[config.mk]
export PLATFORM = sky130hd
export DESIGN_NAME = mmio_uart
export DESIGN_NICKNAME = d
export VERILOG_FILES = /design/src/rtl/mmio_uart.sv
export SDC_FILE = /design/constraint.sdc
export NUM_CORES = 1
export LEC_CHECK = 0
export ABC_AREA = 0
export CAP_MARGIN = 20
export CORE_AREA = 2 2 155 172
export DETAILED_ROUTE_END_ITERATION = 6
export DIE_AREA = 0 0 157 174
export GPL_ROUTABILITY_DRIVEN = 0
export GPL_TIMING_DRIVEN = 0
export PLACE_DENSITY_LB_ADDON = 0.3
export SYNTH_ARGS = -nofsm -noshare
export SYNTH_HDL_FRONTEND = slang
export SYNTH_SLANG_ARGS = --single-unit
[constraint.sdc]
create_clock -name CLK -period 2.9 [get_ports CLK]
set_input_delay 0.58 -clock CLK [delete_from_list [all_inputs] [get_ports CLK]]
set_output_delay 0.58 -clock CLK [all_outputs]
set_load 0.1 [all_outputs]
[src/rtl/mmio_uart.sv]
`default_nettype none
// ============================================================================
// Module      : mmio_uart
// Description : Memory-mapped UART peripheral. The CPU pushes TX bytes and
//               pops RX bytes through the data register and polls a status
//               register. TX bytes are buffered and sent as 8N1 serial
//               frames. Received 8N1 frames are buffered for CPU reads.
// Ports       : CLK      - system clock, rising edge
//               RST      - synchronous reset, active-high
//               sel_data - data register select
//               sel_stat - status register select
//               write    - bus write qualifier (one cycle per access)
//               rd       - bus read qualifier (one cycle per access)
//               wdata    - write data, [7:0] used
//               rdata    - read data, combinational
//               tx       - serial output, idles high
//               rx       - serial input, asynchronous
//               irq      - high while the RX FIFO holds data
// Revision    : 1.0 - initial release
// ============================================================================
module mmio_uart #(
    parameter int CLKS_PER_BIT = 104,
    parameter int FIFO_AW      = 4
) (
    input  logic        CLK,
    input  logic        RST,
    input  logic        sel_data,
    input  logic        sel_stat,
    input  logic        write,
    input  logic        rd,
    input  logic [15:0] wdata,
    output logic [15:0] rdata,
    output logic        tx,
    input  logic        rx,
    output logic        irq
);

    localparam int c_DEPTH = 1 << FIFO_AW;
    localparam int c_CW    = $clog2(CLKS_PER_BIT);

    localparam logic [c_CW-1:0]    c_BIT_END  = c_CW'(CLKS_PER_BIT - 1);
    localparam logic [c_CW-1:0]    c_HALF_END = c_CW'(CLKS_PER_BIT / 2 - 1);
    localparam logic [FIFO_AW:0]   c_FULL_CNT = (FIFO_AW + 1)'(c_DEPTH);

    localparam logic [1:0] c_S_IDLE  = 2'd0;
    localparam logic [1:0] c_S_START = 2'd1;
    localparam logic [1:0] c_S_DATA  = 2'd2;
    localparam logic [1:0] c_S_STOP  = 2'd3;

    // ------------------------------------------------------------------
    // Bus decode: selecting both registers at once is a no-op access.
    // ------------------------------------------------------------------
    logic w_sel_ok;
    logic w_push;
    logic w_pop;
    logic w_sread;
    logic w_unused;

    assign w_sel_ok = ~(sel_data & sel_stat);
    assign w_push   = w_sel_ok & sel_data & write;
    assign w_pop    = w_sel_ok & sel_data & rd & ~write;
    assign w_sread  = w_sel_ok & sel_stat & rd & ~write;
    assign w_unused = ^wdata[15:8];

    // ------------------------------------------------------------------
    // TX FIFO
    // ------------------------------------------------------------------
    logic [7:0]         r_tx_mem [c_DEPTH];
    logic [FIFO_AW-1:0] r_tx_wp;
    logic [FIFO_AW-1:0] r_tx_rp;
    logic [FIFO_AW:0]   r_tx_cnt;
    logic               w_tx_full;
    logic               w_tx_empty;
    logic               w_tx_wr;
    logic               w_tx_rd;
    logic [7:0]         w_tx_head;

    assign w_tx_full  = (r_tx_cnt == c_FULL_CNT);
    assign w_tx_empty = (r_tx_cnt == '0);
    assign w_tx_wr    = w_push & ~w_tx_full;
    assign w_tx_head  = r_tx_mem[r_tx_rp];

    always_ff @(posedge CLK) begin
        if (w_tx_wr) begin
            r_tx_mem[r_tx_wp] <= wdata[7:0];
        end
    end

    always_ff @(posedge CLK) begin
        if (RST) begin
            r_tx_wp  <= '0;
            r_tx_rp  <= '0;
            r_tx_cnt <= '0;
        end else begin
            if (w_tx_wr) begin
                r_tx_wp <= r_tx_wp + 1'b1;
            end
            if (w_tx_rd) begin
                r_tx_rp <= r_tx_rp + 1'b1;
            end
            case ({w_tx_wr, w_tx_rd})
                2'b10:   r_tx_cnt <= r_tx_cnt + 1'b1;
                2'b01:   r_tx_cnt <= r_tx_cnt - 1'b1;
                default: r_tx_cnt <= r_tx_cnt;
            endcase
        end
    end

    // ------------------------------------------------------------------
    // TX FSM. The FIFO head is popped on the same edge that loads the
    // shift register, either from IDLE or at the end of a STOP bit so
    // frames run back-to-back without an idle gap.
    // ------------------------------------------------------------------
    logic [1:0]      r_tx_state;
    logic [c_CW-1:0] r_tx_tick;
    logic [2:0]      r_tx_bitn;
    logic [7:0]      r_tx_shift;
    logic            r_tx;
    logic            w_tx_bit_end;

    assign w_tx_bit_end = (r_tx_tick == c_BIT_END);
    assign w_tx_rd      = ~w_tx_empty &
                          ((r_tx_state == c_S_IDLE) |
                           ((r_tx_state == c_S_STOP) & w_tx_bit_end));

    always_ff @(posedge CLK) begin
        if (RST) begin
            r_tx_state <= c_S_IDLE;
            r_tx_tick  <= '0;
            r_tx_bitn  <= '0;
            r_tx_shift <= '0;
            r_tx       <= 1'b1;
        end else begin
            case (r_tx_state)
                c_S_IDLE: begin
                    r_tx_tick <= '0;
                    if (!w_tx_empty) begin
                        r_tx_shift <= w_tx_head;
                        r_tx       <= 1'b0;
                        r_tx_state <= c_S_START;
                    end
                end
                c_S_START: begin
                    if (w_tx_bit_end) begin
                        r_tx_tick  <= '0;
                        r_tx_bitn  <= '0;
                        r_tx       <= r_tx_shift[0];
                        r_tx_shift <= {1'b0, r_tx_shift[7:1]};
                        r_tx_state <= c_S_DATA;
                    end else begin
                        r_tx_tick <= r_tx_tick + 1'b1;
                    end
                end
                c_S_DATA: begin
                    if (w_tx_bit_end) begin
                        r_tx_tick <= '0;
                        if (r_tx_bitn == 3'd7) begin
                            r_tx       <= 1'b1;
                            r_tx_state <= c_S_STOP;
                        end else begin
                            r_tx       <= r_tx_shift[0];
                            r_tx_shift <= {1'b0, r_tx_shift[7:1]};
                            r_tx_bitn  <= r_tx_bitn + 1'b1;
                        end
                    end else begin
                        r_tx_tick <= r_tx_tick + 1'b1;
                    end
                end
                c_S_STOP: begin
                    if (w_tx_bit_end) begin
                        r_tx_tick <= '0;
                        if (!w_tx_empty) begin
                            r_tx_shift <= w_tx_head;
                            r_tx       <= 1'b0;
                            r_tx_state <= c_S_START;
                        end else begin
                            r_tx_state <= c_S_IDLE;
                        end
                    end else begin
                        r_tx_tick <= r_tx_tick + 1'b1;
                    end
                end
                default: begin
                    r_tx_state <= c_S_IDLE;
                    r_tx       <= 1'b1;
                end
            endcase
        end
    end

    assign tx = r_tx;

    // ------------------------------------------------------------------
    // RX synchroniser; r_rx_prev holds the previous synchronised value
    // for start-edge detection.
    // ------------------------------------------------------------------
    logic r_rx_meta;
    logic r_rx_sync;
    logic r_rx_prev;

    always_ff @(posedge CLK) begin
        if (RST) begin
            r_rx_meta <= 1'b1;
            r_rx_sync <= 1'b1;
            r_rx_prev <= 1'b1;
        end else begin
            r_rx_meta <= rx;
            r_rx_sync <= r_rx_meta;
            r_rx_prev <= r_rx_sync;
        end
    end

    // ------------------------------------------------------------------
    // RX FSM
    // ------------------------------------------------------------------
    logic [1:0]      r_rx_state;
    logic [c_CW-1:0] r_rx_tick;
    logic [2:0]      r_rx_bitn;
    logic [7:0]      r_rx_shift;
    logic            w_rx_bit_end;
    logic            w_rx_stop_smp;
    logic            w_rx_push;
    logic            w_rx_ferr;

    assign w_rx_bit_end  = (r_rx_tick == c_BIT_END);
    assign w_rx_stop_smp = (r_rx_state == c_S_STOP) & w_rx_bit_end;
    assign w_rx_push     = w_rx_stop_smp & r_rx_sync;
    assign w_rx_ferr     = w_rx_stop_smp & ~r_rx_sync;

    always_ff @(posedge CLK) begin
        if (RST) begin
            r_rx_state <= c_S_IDLE;
            r_rx_tick  <= '0;
            r_rx_bitn  <= '0;
            r_rx_shift <= '0;
        end else begin
            case (r_rx_state)
                c_S_IDLE: begin
                    r_rx_tick <= '0;
                    if (r_rx_prev && !r_rx_sync) begin
                        r_rx_state <= c_S_START;
                    end
                end
                c_S_START: begin
                    // Mid-start-bit recheck filters out short glitches.
                    if (r_rx_tick == c_HALF_END) begin
                        r_rx_tick  <= '0;
                        r_rx_bitn  <= '0;
                        r_rx_state <= r_rx_sync ? c_S_IDLE : c_S_DATA;
                    end else begin
                        r_rx_tick <= r_rx_tick + 1'b1;
                    end
                end
                c_S_DATA: begin
                    if (w_rx_bit_end) begin
                        r_rx_tick  <= '0;
                        r_rx_shift <= {r_rx_sync, r_rx_shift[7:1]};
                        if (r_rx_bitn == 3'd7) begin
                            r_rx_state <= c_S_STOP;
                        end else begin
                            r_rx_bitn <= r_rx_bitn + 1'b1;
                        end
                    end else begin
                        r_rx_tick <= r_rx_tick + 1'b1;
                    end
                end
                c_S_STOP: begin
                    if (w_rx_bit_end) begin
                        r_rx_tick  <= '0;
                        r_rx_state <= c_S_IDLE;
                    end else begin
                        r_rx_tick <= r_rx_tick + 1'b1;
                    end
                end
                default: begin
                    r_rx_state <= c_S_IDLE;
                end
            endcase
        end
    end

    // ------------------------------------------------------------------
    // RX FIFO. A CPU pop in the same cycle as a received byte frees the
    // slot, so a full FIFO accepts the byte without overrun.
    // ------------------------------------------------------------------
    logic [7:0]         r_rx_mem [c_DEPTH];
    logic [FIFO_AW-1:0] r_rx_wp;
    logic [FIFO_AW-1:0] r_rx_rp;
    logic [FIFO_AW:0]   r_rx_cnt;
    logic               w_rx_full;
    logic               w_rx_empty;
    logic               w_rx_rd;
    logic               w_rx_wr;
    logic               w_rx_ovr_set;
    logic [7:0]         w_rx_head;

    assign w_rx_full    = (r_rx_cnt == c_FULL_CNT);
    assign w_rx_empty   = (r_rx_cnt == '0);
    assign w_rx_rd      = w_pop & ~w_rx_empty;
    assign w_rx_wr      = w_rx_push & (~w_rx_full | w_rx_rd);
    assign w_rx_ovr_set = w_rx_push & ~w_rx_wr;
    assign w_rx_head    = r_rx_mem[r_rx_rp];

    always_ff @(posedge CLK) begin
        if (w_rx_wr) begin
            r_rx_mem[r_rx_wp] <= r_rx_shift;
        end
    end

    always_ff @(posedge CLK) begin
        if (RST) begin
            r_rx_wp  <= '0;
            r_rx_rp  <= '0;
            r_rx_cnt <= '0;
        end else begin
            if (w_rx_wr) begin
                r_rx_wp <= r_rx_wp + 1'b1;
            end
            if (w_rx_rd) begin
                r_rx_rp <= r_rx_rp + 1'b1;
            end
            case ({w_rx_wr, w_rx_rd})
                2'b10:   r_rx_cnt <= r_rx_cnt + 1'b1;
                2'b01:   r_rx_cnt <= r_rx_cnt - 1'b1;
                default: r_rx_cnt <= r_rx_cnt;
            endcase
        end
    end

    // ------------------------------------------------------------------
    // Sticky error flags: a set event on the same edge as a status read
    // takes priority over the read-clear.
    // ------------------------------------------------------------------
    logic r_ferr;
    logic r_rx_ovr;
    logic r_tx_drop;

    always_ff @(posedge CLK) begin
        if (RST) begin
            r_ferr    <= 1'b0;
            r_rx_ovr  <= 1'b0;
            r_tx_drop <= 1'b0;
        end else begin
            if (w_rx_ferr) begin
                r_ferr <= 1'b1;
            end else if (w_sread) begin
                r_ferr <= 1'b0;
            end
            if (w_rx_ovr_set) begin
                r_rx_ovr <= 1'b1;
            end else if (w_sread) begin
                r_rx_ovr <= 1'b0;
            end
            if (w_push && w_tx_full) begin
                r_tx_drop <= 1'b1;
            end else if (w_sread) begin
                r_tx_drop <= 1'b0;
            end
        end
    end

    // ------------------------------------------------------------------
    // Read mux and interrupt
    // ------------------------------------------------------------------
    logic        w_tx_idle;
    logic [15:0] w_status;

    assign w_tx_idle = w_tx_empty & (r_tx_state == c_S_IDLE);
    assign w_status  = {10'd0, r_tx_drop, r_rx_ovr, r_ferr,
                        w_tx_idle, w_tx_full, ~w_rx_empty};

    always_comb begin
        rdata = 16'h0000;
        if (w_pop) begin
            if (!w_rx_empty) begin
                rdata = {8'h00, w_rx_head};
            end
        end else if (w_sread) begin
            rdata = w_status;
        end
    end

    assign irq = ~w_rx_empty;

endmodule
`default_nettype wire

==> results.sh, run 1 <==
export IMPL_finalCritPeriodShare_pct=109
export IMPL_core_area_mm2=0.0257
export IMPL_tightest_slew_ps=977
export IMPL_numPortBuffers=24
export IMPL_drt_iter0_markers=532
export IMPL_hold_depth=1
export IMPL_arrival_ps=2590
export IMPL_required_ps=2320
export IMPL_grt_usage_pct=21.6
export IMPL_crit_fanout=7
export IMPL_setup_violations=8
export IMPL_antenna_found_initial=0
export IMPL_clk_latency_ps=530
export IMPL_yosysWarnings=0
export IMPL_p_leak_nw=5.37
export IMPL_timing_hold_ws_ps=416
export IMPL_grt_max_degree=19
export IMPL_final_cells=1353
export IMPL_status="finished with violations"
export IMPL_area_delta_synth_final_pct=17.2
export IMPL_violations="setup timing"
export IMPL_die_w_um=157
export IMPL_cts_buffers=34
export IMPL_ctsHtreeMaxLevel=2
export IMPL_maxSlewViolCount=0
export IMPL_maxSlewHeadroom_pct=34.7
export IMPL_drt_first_pass_iters=5
export IMPL_cp_start_kind="flip-flop"
export IMPL_finalCriticalPeriod_ps=3170
export IMPL_synth_area_leaders="edfxtp_1, dfxtp_1, mux4_2"
export IMPL_r2r_setup_slack_ps=210
export IMPL_synth_seq_cells=337
export IMPL_hold_end="r_rx_sync"
export IMPL_dp_cells=1272
export IMPL_root_buffer="clkbuf_16"
export IMPL_dp_slack_ps=-1160
export IMPL_hold_viol=0
export IMPL_io_pins=41
export IMPL_drive_gt1_share_pct=22.4
export IMPL_critPathCaptureType="output port"
export IMPL_grt_pass1_vias=7765
export IMPL_ir_drop_mv=0.736
export IMPL_overflow=0
export IMPL_num_rows=62
export IMPL_grt_first_pass_wirelength_um=44600
export IMPL_min_from="r_rx_meta"
export IMPL_die_height_um=174
export IMPL_clock_sinks=337
export IMPL_crit_reg2reg_launch="r_tx_cnt[1]"
export IMPL_synth_cell_types=63
export IMPL_cts_tree="done"
export IMPL_initial_utilization_pct=53.8
export IMPL_rsz0062_at_grt="true"
export IMPL_ys_seq_area_share_pct=67.4
export IMPL_vias=7782
export IMPL_synth_cell_area_mm2=0.0138
export IMPL_via_per_inst=5.75
export IMPL_synth_enable_flop_cells=256
export IMPL_critical_path_class="flip-flop to output port"
export IMPL_power_w=0.0120
export IMPL_synthFlopType="edfxtp_1"
export IMPL_power_density_mw_per_mm2=740
export IMPL_fmax_mhz=315
export IMPL_n_antenna_cell=0
export IMPL_clk_path_buf_depth=3
export IMPL_clk_pin_slew_ps=70
export IMPL_yosys_area_top_type="edfxtp_1"
export IMPL_hp_class="flip-flop to flip-flop"
export IMPL_drc=0
export IMPL_r2r_end="r_tx_cnt[4]"
export IMPL_yosysMostFrequentCell="edfxtp_1"
export IMPL_num_nets_final=1029
export IMPL_syn_area_per_cell_um2=15.6
export IMPL_maxCapViolCount=0
export IMPL_n_fill_cell=1848
export IMPL_synthCells=885
export IMPL_synthTopCellsByCount="edfxtp_1, dfxtp_1, nor2_1"
export IMPL_async_flop_share_pct=0
export IMPL_wl_per_cell_um=21.0
export IMPL_reg2reg_depth=13
export IMPL_drtAntennaViolNets=0
export IMPL_hpwlAfterDp_um=18400
export IMPL_fin_ws_ps=-273
export IMPL_fin_skew_ps=28.6
export IMPL_dieArea_mm2=0.0273
export IMPL_wl_um=28400
export IMPL_synthDominantCellAreaShare_pct=55.6
## worst max-delay path, cell delays in order, from the launching register on
cell and delay, ps:
dfxtp_2 330, buf_6 130, buf_12 140, buf_12 120
mux4_2 540, mux2i_4 220, nor2_2 50, a21oi_2 210
o22ai_2 140, buf_12 180
## metrics by stage
step	utilization (%)	setup TNS, ps	cell area [um2]
finish	63.1	-1800	16200
global route	63.1	-2330	16200
CTS	62.4	-1880	16000
detailed placement	56.9	-29750	14600
global placement	56.7	-36580	14600
floorplan	-	-298	13900
## placed cells by master, fill, tap and decap left out, types with 7 or more instances in the layout
master / count
clkbuf_1: 21
clkinv_2: 7
ha_1: 25
clkbuf_16: 35
nor2b_1: 10
a32o_1: 10
nor2_1: 79
mux4_2: 57
nor3_1: 14
edfxtp_1: 256
inv_1: 20
buf_12: 9
o21ai_0: 23
buf_4: 36
mux2i_1: 32
clkdlybuf4s50_1: 12
conb_1: 8
a21oi_1: 21
xor2_1: 12
nand2b_1: 12
a221oi_1: 10
and2_1: 17
mux2_2: 7
nand2_1: 32
nand3_1: 13
dfxtp_1: 78
xnor2_1: 15
## area by class of cell
cell class / count / area [um2] / area share (%)
flip-flops and latches: 337 / 9310 / 57.5
multi-input cells: 488 / 4450 / 27.5
inverters: 21 / 83.8 / 0.518
well taps: 352 / 440 / 2.72
clock buffers: 45 / 955 / 5.89
clock inverters: 16 / 153 / 0.942
plain buffers: 45 / 290 / 1.79
repair buffers: 49 / 513 / 3.17
## routing by layer
metal / up-vias / share of wire (%) / GRT usage [%]
met1: 3931 / 40 / 27.4
met5: - / 0 / 0
met3: 65 / 5.0 / 3.44
met4: 0 / 3.0 / 7.38
met2: 223 / 52 / 37.8
li1: 3563 / - / -
## logic make-up after synthesis
kind of cell | count (synthesis) | share of synthesized area (%)
xor+xnor | 27 | 1.71
buf+inv | 67 | 2.31
fa+ha+maj | 30 | 2.77
flops | 337 | 67.4
mux | 99 | 12.5
other cells | 1 | 0.0271
simple gates | 222 | 8.20
compound gates | 102 | 5.09
## sequential cells by signal, summed over array words and instances, names as in the netlist, 2 cells and up, named ones only
signal,count
r_rx_bitn,3
r_rx_cnt,5
r_rx_mem,128
r_rx_rp,4
r_rx_shift,8
r_rx_tick,7
r_rx_wp,4
r_tx_bitn,3
r_tx_cnt,5
r_tx_mem,128
r_tx_rp,4
r_tx_shift,8
r_tx_state,2
r_tx_tick,7
r_tx_wp,4
## worst max-delay path by stage
stage	from	slack [ps]	depth (start not counted)	endpoint
finish	flip-flop	-270	9	rdata[1]
global route	flip-flop	-350	9	rdata[1]
CTS	flip-flop	-290	9	rdata[3]
detailed placement	flip-flop	-1160	7	rdata[1]
global placement	flip-flop	-1140	7	rdata[1]
floorplan	flip-flop	-300	5	rdata[6]
## timing repair
item,in CTS,in global routing
resized for setup,118,18
endpoints found under the setup margin,11,10
hold buffers,0,0
setup buffers,7,15
pin swaps,10,9
## power breakdown
part | switching [W] | internal [W] | leakage (nW)
Sequential | 0.000105 | 0.00528 | 3.00
Combinational | 0.00131 | 0.000974 | 1.83
Clock | 0.00180 | 0.00251 | 0.549
No activity file was read; power rests on OpenSTA's default activity.
==> run 2: changes to the inputs <==
--- a/config.mk
+++ b/config.mk
@@ -13,6 +13,7 @@
 export GPL_ROUTABILITY_DRIVEN = 0
 export GPL_TIMING_DRIVEN = 0
 export PLACE_DENSITY_LB_ADDON = 0.3
+export SKIP_CTS_REPAIR_TIMING = 1
 export SYNTH_ARGS = -nofsm -noshare
 export SYNTH_HDL_FRONTEND = slang
 export SYNTH_SLANG_ARGS = --single-unit
==> results.sh, run 2 (synthesis gave the netlist of run 1 again) <==
export IMPL_cp_slowest_cell="mux4_2"
export IMPL_required_ps=2320
export IMPL_num_nets_final=1027
export IMPL_grt_usage_pct=21.4
export IMPL_cts_tree="done"
export IMPL_reg_top3="r_rx_mem x128, r_tx_mem x128"
export IMPL_ctsHtreeMaxLevel=2
export IMPL_wl_um=28500
export IMPL_numPortBuffers=24
export IMPL_maxCapViolCount=0
export IMPL_finalCritPeriodShare_pct=109
export IMPL_n_fill_cell=1847
export IMPL_p_leak_nw=5.38
export IMPL_finalCriticalPeriod_ps=3160
export IMPL_min_from="r_rx_meta"
export IMPL_maxSlewViolCount=0
export IMPL_power_density_mw_per_mm2=742
export IMPL_n_antenna_cell=0
export IMPL_hp_class="flip-flop to flip-flop"
export IMPL_fin_ws_ps=-258
export IMPL_initial_utilization_pct=53.8
export IMPL_critical_path_class="flip-flop to output port"
export IMPL_drt_iter0_markers=622
export IMPL_path_cells="buf_6 -> buf_12 -> buf_12 -> buf_4 -> mux4_2 -> mux2i_1 -> a21oi_2 -> a22o_1 -> buf_6"
export IMPL_antenna_found_initial=0
export IMPL_clock_sinks=337
export IMPL_fmax_mhz=317
export IMPL_maxSlewHeadroom_pct=34.6
export IMPL_die_w_um=157
export IMPL_ir_drop_mv=0.729
export IMPL_intPower_w=0.00878
export IMPL_status="finished with violations"
export IMPL_drc=0
export IMPL_clk_latency_ps=530
export IMPL_layout_common_cells="edfxtp_1, nor2_1, dfxtp_1"
export IMPL_clk_path_buf_depth=3
export IMPL_final_util_pct=63.0
export IMPL_num_rows=62
export IMPL_wl_per_cell_um=21.1
export IMPL_power_frac_comb_pct=19.1
export IMPL_core_area_mm2=0.0257
export IMPL_r2r_setup_slack_ps=220
export IMPL_arrival_ps=2580
export IMPL_p_sw_share_pct=26.9
export IMPL_area_delta_synth_final_pct=17.1
export IMPL_crit_reg2reg_launch="r_rx_tick[0]"
export IMPL_fin_skew_ps=30.4
export IMPL_dpl_cell_area_mm2=0.0146
export IMPL_grt_first_pass_wirelength_um=44000
export IMPL_hold_viol=0
export IMPL_p_clk_share_pct=36.0
export IMPL_setup_violations=8
export IMPL_cp_start_kind="flip-flop"
export IMPL_drtAntennaViolNets=0
export IMPL_r2r_end="r_rx_cnt[4]"
export IMPL_grt_max_degree=19
export IMPL_p_sw_w=0.00323
export IMPL_grt_pass1_vias=7712
export IMPL_critPathCaptureType="output port"
export IMPL_rsz0062_at_grt="true"
export IMPL_via_per_inst=5.71
export IMPL_overflow=0
export IMPL_io_pins=41
export IMPL_reg2reg_depth=11
export IMPL_tightest_slew_ps=978
export IMPL_slowest_delay_ps=480
export IMPL_root_buffer="clkbuf_16"
export IMPL_seqPwrFrac_pct=44.9
export IMPL_hold_depth=1
export IMPL_dp_cells=1272
export IMPL_vias=7719
export IMPL_fin_area_mm2=0.0162
export IMPL_crit_fanout=8
export IMPL_drive_gt1_share_pct=22.6
export IMPL_hpwlAfterDp_um=18400
export IMPL_clk_pin_slew_ps=60
export IMPL_violations="setup timing"
export IMPL_final_cells=1351
export IMPL_die_height_um=174
export IMPL_hold_end="r_rx_sync"
export IMPL_dieArea_mm2=0.0273
export IMPL_drt_first_pass_iters=5
export IMPL_final_common_cell="edfxtp_1"
export IMPL_cts_buffers=34
## run 2: changes by cell type in the layout (fill, tap and decap cells not counted), moves of 2 or more
cell,delta
buf_4,-3
a211oi_4,+2
dfxtp_1,-3
dfxtp_2,+3
buf_12,-2
## run 2: how the worst max path moves through the flow
stage                     startpoint  endpoint  cells after the start
after floorplan            flip-flop  rdata[6]                      5
after detailed placement   flip-flop  rdata[1]                      7
after global placement     flip-flop  rdata[1]                      7
final                      flip-flop  rdata[4]                      9
after global routing       flip-flop  rdata[3]                      8
after CTS                  flip-flop  rdata[1]                      7
## run 2: critical path, delay by kind of cell, from the launching register on
kind            cells  cell delay [ps]
buf+inv             5              720
mux                 2              670
flops               1              330
compound gates      2              330
## run 2: area by class of cell
class / instances / area (um2) / share of cell area [%]
flip-flops and latches: 337 / 9320 / 57.6
multi-input cells: 488 / 4460 / 27.6
clock buffers: 45 / 955 / 5.90
repair buffers: 47 / 482 / 2.98
well taps: 352 / 440 / 2.72
plain buffers: 45 / 290 / 1.79
clock inverters: 16 / 153 / 0.943
inverters: 21 / 86.3 / 0.533
## run 2: metrics by stage
stage / setup slack, ps / hold slack (ps) / setup TNS [ps] / power [W]
final: -258 / 417 / -1660 / 0.0120
after global routing: -321 / 455 / -2180 / 0.0125
after CTS: -1730 / 421 / -13300 / 0.0119
after detailed placement: -1160 / 398 / -29750 / 0.00760
after global placement: -1140 / 399 / -36580 / 0.00755
after floorplan: -298 / 389 / -298 / 0.00707
## run 2: power by group through the flow
stage / sequential [W] / clock, W / combinational [W]
2_1_floorplan: 0.00551 / 0 / 0.00156
3_3_place_gp: 0.00549 / 0 / 0.00207
3_5_place_dp: 0.00549 / 0 / 0.00211
4_1_cts: 0.00539 / 0.00437 / 0.00213
5_1_grt: 0.00541 / 0.00455 / 0.00254
6_report: 0.00539 / 0.00432 / 0.00230
## run 2: per-layer routing
layer / track usage, % / vias up / share of wire (%)
li1: - / 3551 / -
met1: 27.2 / 3893 / 40
met2: 37.4 / 219 / 53
met3: 3.34 / 56 / 4.8
met4: 7.00 / 0 / 2.2
met5: 0 / - / 0
==> run 3: changes to the inputs <==
--- a/config.mk
+++ b/config.mk
@@ -13,6 +13,7 @@
 export GPL_ROUTABILITY_DRIVEN = 0
 export GPL_TIMING_DRIVEN = 0
 export PLACE_DENSITY_LB_ADDON = 0.3
+export SETUP_SLACK_MARGIN = 0.3
 export SKIP_CTS_REPAIR_TIMING = 1
 export SYNTH_ARGS = -nofsm -noshare
 export SYNTH_HDL_FRONTEND = slang
==> results.sh, run 3 (synthesis gave the netlist of run 1 again) <==
export IMPL_die_height_um=174
export IMPL_fmax_mhz=315
export IMPL_io_pins=41
export IMPL_critical_path_class="flip-flop to output port"
export IMPL_ctsHtreeMaxLevel=2
export IMPL_arrival_ps=2600
export IMPL_antenna_found_initial=0
export IMPL_wl_um=29400
export IMPL_final_common_cell="edfxtp_1"
export IMPL_maxCapViolCount=0
export IMPL_final_util_pct=64.4
export IMPL_initial_utilization_pct=53.8
export IMPL_cts_tree="done"
export IMPL_layout_common_cells="edfxtp_1, nor2_1, dfxtp_1"
export IMPL_hpwlAfterDp_um=18800
export IMPL_cts_buffers=35
export IMPL_p_leak_nw=5.46
export IMPL_maxSlewViolCount=0
export IMPL_clk_path_buf_depth=3
export IMPL_grt_max_degree=19
export IMPL_die_w_um=157
export IMPL_hold_viol=0
export IMPL_crit_fanout=6
export IMPL_drc=0
export IMPL_root_buffer="clkbuf_16"
export IMPL_overflow=0
export IMPL_vias=7756
export IMPL_fin_ws_ps=-277
export IMPL_via_per_inst=5.69
export IMPL_setup_violations=8
export IMPL_drtAntennaViolNets=0
export IMPL_ir_drop_mv=0.650
export IMPL_core_area_mm2=0.0257
export IMPL_wl_per_cell_um=21.6
export IMPL_drt_first_pass_iters=5
export IMPL_cp_start_kind="flip-flop"
export IMPL_fin_skew_ps=24.0
export IMPL_finalCriticalPeriod_ps=3180
export IMPL_dieArea_mm2=0.0273
export IMPL_clk_pin_slew_ps=60
export IMPL_num_nets_final=1038
export IMPL_hp_class="flip-flop to flip-flop"
export IMPL_reg_top3="r_rx_mem x128, r_tx_mem x128"
export IMPL_finalCritPeriodShare_pct=110
export IMPL_drt_iter0_markers=514
export IMPL_drive_gt1_share_pct=26.0
export IMPL_status="finished with violations"
export IMPL_numPortBuffers=24
export IMPL_grt_first_pass_wirelength_um=43600
export IMPL_area_delta_synth_final_pct=19.6
export IMPL_n_antenna_cell=0
export IMPL_power_density_mw_per_mm2=748
export IMPL_grt_usage_pct=21.2
export IMPL_clock_sinks=337
export IMPL_maxSlewHeadroom_pct=32.8
export IMPL_violations="setup timing"
export IMPL_critPathCaptureType="output port"
export IMPL_clk_latency_ps=520
export IMPL_dp_slack_ps=-986
export IMPL_tightest_slew_ps=1000
export IMPL_grt_pass1_vias=7788
export IMPL_required_ps=2320
export IMPL_rsz0062_at_grt="true"
export IMPL_num_rows=62
==> run 3: cell count changes in the layout (fill, tap and decap cells not counted), sizes merged <==
| cell | previous run | this run |
|---|---|---|
| clkdlybuf4s50 | 12 | 14 |
| dlymetal6s2s | 4 | 2 |
| clkbuf | 67 | 75 |
| clkinv | 12 | 7 |
| bufinv | 2 | 4 |
| buf | 54 | 61 |
==> run 3: per-layer routing <==
metal	global-route usage, %	vias to the layer above	part of all wire [%]	wire length (um)
li1	-	3576	-	-
met1	24.9	3932	37	10900
met2	39.7	189	56	16600
met3	3.24	59	3.9	1150
met4	6.23	0	2.7	791
met5	0	-	0	0
==> run 3: critical path, stage by stage (launching register included) <==
cell and delay [ps]:
dfxtp_2 330, buf_8 140, mux4_2 530, nor2b_1 190, a211oi_4 310, a21oi_1 120, a32o_2 290, buf_8 180
==> run 3: metrics by stage <==
stage | instance area [um2] | std cells | setup TNS, ps | hold slack (ps) | power [W]
floorplan | 14000 | 892 | 0 | 389 | 0.00710
global placement | 14700 | 1268 | -18300 | 401 | 0.00758
detailed placement | 14700 | 1272 | -10330 | 400 | 0.00762
CTS | 15900 | 1335 | -10540 | 417 | 0.0121
global route | 16500 | 1363 | -2140 | 450 | 0.0128
finish | 16500 | 1363 | -1630 | 416 | 0.0124
==> run 3: layout make-up <==
type | instances | area [um2]
Tap cell | 352 | 440
Clock buffer | 50 | 973
Fill cell | 1824 | 9150
Timing Repair Buffer | 56 | 589
Multi-Input combinational cell | 488 | 4610
Clock inverter | 13 | 185
Sequential cell | 337 | 9320
Inverter | 21 | 86.3
Buffer | 46 | 318
==> run 3: final timing paths <==
check                from           to  slack (ps)  cells after the start
max reg2reg  r_rx_tick[1]  r_rx_cnt[4]         220                     12
max             flip-flop     rdata[2]        -280                      7
min reg2reg     r_rx_meta    r_rx_sync         420                      1
min             r_rx_meta    r_rx_sync         420                      1
==> run 3: power by group <==
part | leakage [nW] | internal, W | switching, W
registers | 3.00 | 0.00528 | 0.000115
logic | 1.90 | 0.00111 | 0.00135
clock network | 0.562 | 0.00271 | 0.00180
